==> config.mk <==
export PLATFORM = sky130hd
export DESIGN_NAME = location_flat
export DESIGN_NICKNAME = d
export VERILOG_FILES = /design/src/rtl/location_if.sv /design/src/rtl/location.sv /design/src/flat_wrapper.sv
export SDC_FILE = /design/constraint.sdc
export NUM_CORES = 1
export LEC_CHECK = 0
export ABC_AREA = 1
export BUFFER_PORTS_ARGS = -buffer_cell sky130_fd_sc_hd__buf_2
export CORE_AREA = 2 2 39 41
export CTS_CLUSTER_SIZE = 10
export DETAILED_ROUTE_END_ITERATION = 16
export DIE_AREA = 0 0 41 43
export GPL_ROUTABILITY_DRIVEN = 1
export PLACE_DENSITY = 0.52
export SYNTH_ARGS = -nofsm -noshare
export SYNTH_HDL_FRONTEND = slang
export SYNTH_SLANG_ARGS = --single-unit
==> constraint.sdc <==
create_clock -name clk -period 0.8 [get_ports clk]
set_input_delay 0 -clock clk [delete_from_list [all_inputs] [get_ports clk]]
set_output_delay 0 -clock clk [all_outputs]
set_load 0.02 [all_outputs]
==> src/rtl/location_if.sv <==
// ----------------------------------------------------------------------------
// location_if -- signal bundle for the parking-spot locator.
//
// Signals:
//   in          [3:0]  spot occupancy flags, bit i = spot i+1, 1 = occupied
//   encoded     [2:0]  lowest-numbered free spot (1..4), 0 = none free
//   full               all four spots occupied
//   free_count  [2:0]  number of free spots (0..4)
//   valid              outputs reflect a sampled 'in' since reset
//
// Modports:
//   master  drives 'in', observes the results (stimulus side)
//   slave   samples 'in', drives the results (location block)
// ----------------------------------------------------------------------------
interface location_if;
  logic [3:0] in;
  logic [2:0] encoded;
  logic       full;
  logic [2:0] free_count;
  logic       valid;

  modport master (
    output in,
    input  encoded,
    input  full,
    input  free_count,
    input  valid
  );

  modport slave (
    input  in,
    output encoded,
    output full,
    output free_count,
    output valid
  );
endinterface : location_if

==> src/rtl/location.sv <==
// ----------------------------------------------------------------------------
// location -- finds the lowest-numbered free parking spot.
//
// Every rising clk edge samples bus.in and registers, together:
//   encoded     lowest free spot number (spot 1 has highest priority), 0 if none
//   full        1 when every spot is occupied
//   free_count  number of free spots
//   valid       1 from the first edge after reset release onwards
// The only state is the output register stage, so latency is exactly one cycle.
//
// Ports:
//   clk    rising-edge clock
//   rst_n  asynchronous active-low reset, clears every output immediately
//   bus    location_if.slave (in / encoded / full / free_count / valid)
// ----------------------------------------------------------------------------
module location (
  input  logic        clk,
  input  logic        rst_n,
  location_if.slave   bus
);

  logic [2:0] encoded_d,    encoded_q;
  logic       full_d,       full_q;
  logic [2:0] free_count_d, free_count_q;
  logic       valid_q;

  // Scanning from the highest spot down lets the lowest free spot overwrite
  // any higher one, giving spot 1 top priority. The result is always 0..4.
  always_comb begin
    encoded_d = 3'd0;
    for (int i = 3; i >= 0; i--) begin
      if (!bus.in[i]) begin
        encoded_d = 3'(i + 1);
      end
    end
  end

  always_comb begin
    free_count_d = 3'd0;
    for (int i = 0; i < 4; i++) begin
      if (!bus.in[i]) begin
        free_count_d = free_count_d + 3'd1;
      end
    end
  end

  assign full_d = &bus.in;

  always_ff @(posedge clk or negedge rst_n) begin
    if (!rst_n) begin
      encoded_q    <= 3'd0;
      full_q       <= 1'b0;
      free_count_q <= 3'd0;
      valid_q      <= 1'b0;
    end else begin
      encoded_q    <= encoded_d;
      full_q       <= full_d;
      free_count_q <= free_count_d;
      valid_q      <= 1'b1;
    end
  end

  assign bus.encoded    = encoded_q;
  assign bus.full       = full_q;
  assign bus.free_count = free_count_q;
  assign bus.valid      = valid_q;

endmodule : location

==> src/flat_wrapper.sv <==
// flat-port wrapper written by rule: the top's interface ports become plain ports
module location_flat 
  (clk, rst_n, bus_in, bus_encoded, bus_full, bus_free_count, bus_valid);
  location_if bus_i ();
  input  logic clk;
  input  logic rst_n;
  input wire logic [$bits(bus_i.in)-1:0] bus_in;
  output wire logic [$bits(bus_i.encoded)-1:0] bus_encoded;
  output wire logic [$bits(bus_i.full)-1:0] bus_full;
  output wire logic [$bits(bus_i.free_count)-1:0] bus_free_count;
  output wire logic [$bits(bus_i.valid)-1:0] bus_valid;
  assign bus_i.in = bus_in;
  assign bus_encoded = bus_i.encoded;
  assign bus_full = bus_i.full;
  assign bus_free_count = bus_i.free_count;
  assign bus_valid = bus_i.valid;
  location u_core (.clk(clk), .rst_n(rst_n), .bus(bus_i));
endmodule
; Word-level counts from Yosys, hierarchy flattened
; Cells that the tools add are included.
[totals]
regBits = 8
latch_bits = 0
mem_bits_rw = 0
romBits = 0
input_bits = 6
output_inout_bits = 8
elab_cells = 16
mem_count = 0
[op_classes]
add_sub_neg = 3
n_mul = 0
div = 0
magnitude_cmp = 0
eq_ne = 0
shift = 0
muxes = 8
bitwise_logic = 0
reduce_logical = 1
[op_table]
columns = op, n
row1 = $mux 3, 7
row2 = $add 3x1->3 const B, 2
row3 = $reduce_and 4->1, 1
row4 = $add 1x1->2 const B, 1
row5 = $mux 1, 1

; Depth between registers and ports, before layout
[logic_depth]
ltp_word = 7
depth_mapped = 11
mapped_depth_nobuf = 11

; Worst setup path after synthesis
; Ideal clock, no wire load.
[synth_path]
path_kind = input to register
start = in bus_in[0]
end = reg u_core.free_count_q[2] (netlist: u_core.bus.free_count[2])
setup_ns = 0.123
t_arrival_ns = 0.925
t_required_ns = 0.677
path_slack_ns = -0.248
stages = 11
path_buffers = 0
path_cell_list = inv_1 -> ha_1 -> inv_1 -> nand2_1 -> nand2_1 -> inv_1 -> ha_1 -> inv_1 -> nor2_1 -> o21ai_0 -> nand2_1
[synth_between]
elab_chain_len = 7
[synth_lines]
columns = element, line_no
row1 = "start, declared", flat_wrapper.sv:7  ; input wire logic [$bits(bus_i.in)-1:0] bus_in;
row2 = $mux 1 *, location.sv:41  ; if (!bus.in[i]) begin
row3 = $add 1x1->2, location.sv:42  ; free_count_d = free_count_d + 3'd1;
row4 = $mux 3 *, location.sv:41
row5 = $add 3x1->3, location.sv:42
row6 = $mux 3 *, location.sv:41
row7 = $add 3x1->3, location.sv:42
row8 = $mux 3 *, location.sv:41
row9 = named net u_core.free_count_d[2], location.sv:24  ; logic [2:0] free_count_d, free_count_q;
row10 = "end signal, assigned", location.sv:58  ; free_count_q <= free_count_d;
row11 = "end, declared", location.sv:24
; Mark *: on every way through the listed nets, which the timed path passes. The rest lies on a longest branch.

; Worst setup path after layout
[layout_path]
start = in bus_in[3]
end = reg u_core.free_count_q[2] (netlist: u_core.bus.free_count[2])
[layout_between]
elab_chain_len = 1
[layout_lines]
columns = element, line_no
row1 = $mux 3, location.sv:41
row2 = named net u_core.free_count_d[2], location.sv:24
; The timed path passes the listed nets, and every way through them passes these cells.

==> impl_metrics.csv <==
group,metric,value,unit
power_and_ir_drop,switching_share,27.7,%
timing,slew_violations,0,
placement,hpwlAfterDp,604,um
routing,routedWlPerCell,9.20,um
job,maxCapViolCount,0,
power_and_ir_drop,power_switching,280,uW
timing,timing.hold.ws,9.19,ps
power_and_ir_drop,power_frac_comb,27.4,%
routing,detail-route-antenna-nets,0,
setup_path,crit_fanout,6,
clocking,cts_root_buf,"clkbuf_4",
placement,portBuffers,13,
timing,min_period_over_period,98.9,%
synthesis,seq_area_frac_synth,52.6,%
routing,drc,0,
routing,vias_per_cell,4.30,
synthesis,syn_inst,44,
finish,nNetsFinal,78,
setup_path,cp-start-kind,"input port",
die,initial_core_util,27.5,%
die,dieHeight,43,um
finish,drive_gt1_share,52.2,%
finish,fillers,132,
finish,final_cell_mix,"nand2_1, buf_2, dfrtp_1, inv_2, buf_4",
placement,dp_cells,76,
finish,area_growth,65.8,%
setup_path,max_stage_delay,540,ps
timing,setup_viol,0,
finish,final_common_cell,"nand2_1",
setup_path,worstPathArrival,930,ps
routing,drt_iter0_drc,5,
timing,final_hold_viol_count,0,
setup_path,crit_type,"in -> reg",
routing,routed_wl,764,um
timing,rsz0062_at_grt,"yes",
grt,grt_pass1_wl,1350,um
synthesis,synth_area_per_cell,8.64,um^2
grt,antenna_found_initial,0,
setup_path,cp.required,940,ps
synthesis,yosysUniqueCellTypes,12,
grt,grt-ovfl-total,0,
setup_path,crit_buf_inv,3,
placement,routabilityCongestion,0.670,
setup_path,crit_chain,"dlygate4sd3_1, buf_2, inv_2, nand2_1, nand2_1, nand2_1",
finish,diodes,0,
synthesis,syn_nets,53,
power_and_ir_drop,power.density,1600,nW/um^2
die,coreArea,1380,um^2
clocking,cts_sinks,8,
routing,drt_pre_antenna_iters,4,
power_and_ir_drop,seq_power_share,43.5,%
run_status,status,"finished, final reports clean",
grt,grt_max_degree,9,
die,die_area,1760,um^2
power_and_ir_drop,ir_worst_vdd,417,uV
clocking,cts_buffers,3,
finish,seqCellArea,200,um^2
power_and_ir_drop,clkPwrFrac,29.1,%
grt,grt_use_total,12.0,%
setup_path,cp_top_family,"buffers and inverters",
setup_path,cpMaxStageDelayCell,"dlygate4sd3_1",
finish,multi_input_area,178,um^2
timing,fin_crit,791,ps
timing,clock.fmax,1260,MHz
timing,setup_ws,9.20,ps
clocking,cts.clk_slew.worst_paths,50,ps
synthesis,synth-seq-cells,8,
grt,grt_pass1_vias,351,
finish,stdcell_count,83,
power_and_ir_drop,cellLeakagePower,0.329,nW
worst_hold_path,hold_class,"in -> reg",
finish,postLayoutCoreUtil,45.6,%
setup_path,end_kind,"flop",
clocking,max-clock-path-buffers,2,
die,io_pins,14,
power_and_ir_drop,p_int,732,uW
placement,pre_cts_ws,-340,ps
clocking,cts_tree,"yes",
clocking,htreeDepth,1,
die,die_x,41,um
synthesis,synthesis.area,380,um^2
synthesis,yosys_warnings,0,
die,rows,14,
setup_path,cp_common_cell,"nand2_1",
routing,vias,357,
final cells by class:
| cell class | instances | area share (%) |
|---|---|---|
| tap | 16 | 3.17 |
| clock buffer | 3 | 3.57 |
| timing repair buffer | 21 | 26.0 |
| multi-input combinational | 28 | 28.2 |
| sequential | 8 | 31.7 |
| inverter | 7 | 7.34 |
worst paths after layout:
check                           from                        to  slack [ps]  cells past startpoint
min in group asynchronous      rst_n  u_core.bus.free_count[2]         110                      2
max in group asynchronous      rst_n           u_core.bus.full         530                      2
max                        bus_in[3]  u_core.bus.free_count[2]           9                      6
min                        bus_in[1]     u_core.bus.encoded[0]           9                      3
metrics by stage:
stage                     total power, mW  area [um^2]  setup TNS (ps)
final                                1.01          631               0
after global routing                 1.08          631           -79.6
after CTS                            1.02          602               0
after detailed placement            0.691          537            -720
after global placement              0.683          537            -689
after floorplan                     0.600          433            -110
flip-flops by register name, indices dropped and copies added (netlist names):
register	count
u_core.bus.encoded	3
u_core.bus.free_count	3
u_core.bus.full	1
u_core.bus.valid	1
cell usage after synthesis, drive strengths merged:
cell / count / area, um^2
a21oi: 1 / 5.00
nor2: 4 / 15.0
conb: 1 / 3.75
buf: 1 / 11.3
o21ai: 3 / 18.8
nand2: 14 / 52.6
ha: 3 / 37.5
inv: 7 / 26.3
dfrtp: 8 / 200
nand3: 2 / 10.0
kinds of logic (layout without fill, tap and decap cells):
group	Yosys count	after routing	synth area share [%]
adders and majority gates	3	3	9.87
AOI/OAI and AO/OA	4	4	6.25
buffers and inverters	8	31	9.87
and+or+nand+nor	20	20	20.4
other	1	1	0.986
DFF	8	8	52.6
per-layer routing:
layer | vias to the layer above | wire length, um | track usage, %
li1 | 180 | - | -
met5 | - | 0 | 0
met1 | 157 | 274 | 11.7
met2 | 15 | 391 | 17.8
met3 | 5 | 55 | 0
met4 | 0 | 43 | 17.3
timing repair:
action,in CTS,in global routing
hold buffers,3,0
gates resized for setup,4,7
setup endpoints to repair,2,3
setup buffers,0,1
endpoints found under the hold margin,10,0
pin swaps,0,3
power groups by stage:
stage / combinational (mW) / clock [mW] / sequential (mW)
floorplan: 0.111 / 0 / 0.488
global route: 0.312 / 0.323 / 0.444
CTS: 0.262 / 0.319 / 0.440
global placement: 0.237 / 0 / 0.446
finish: 0.277 / 0.294 / 0.441
detailed placement: 0.244 / 0 / 0.447
Power figures use the tool's default switching activity.
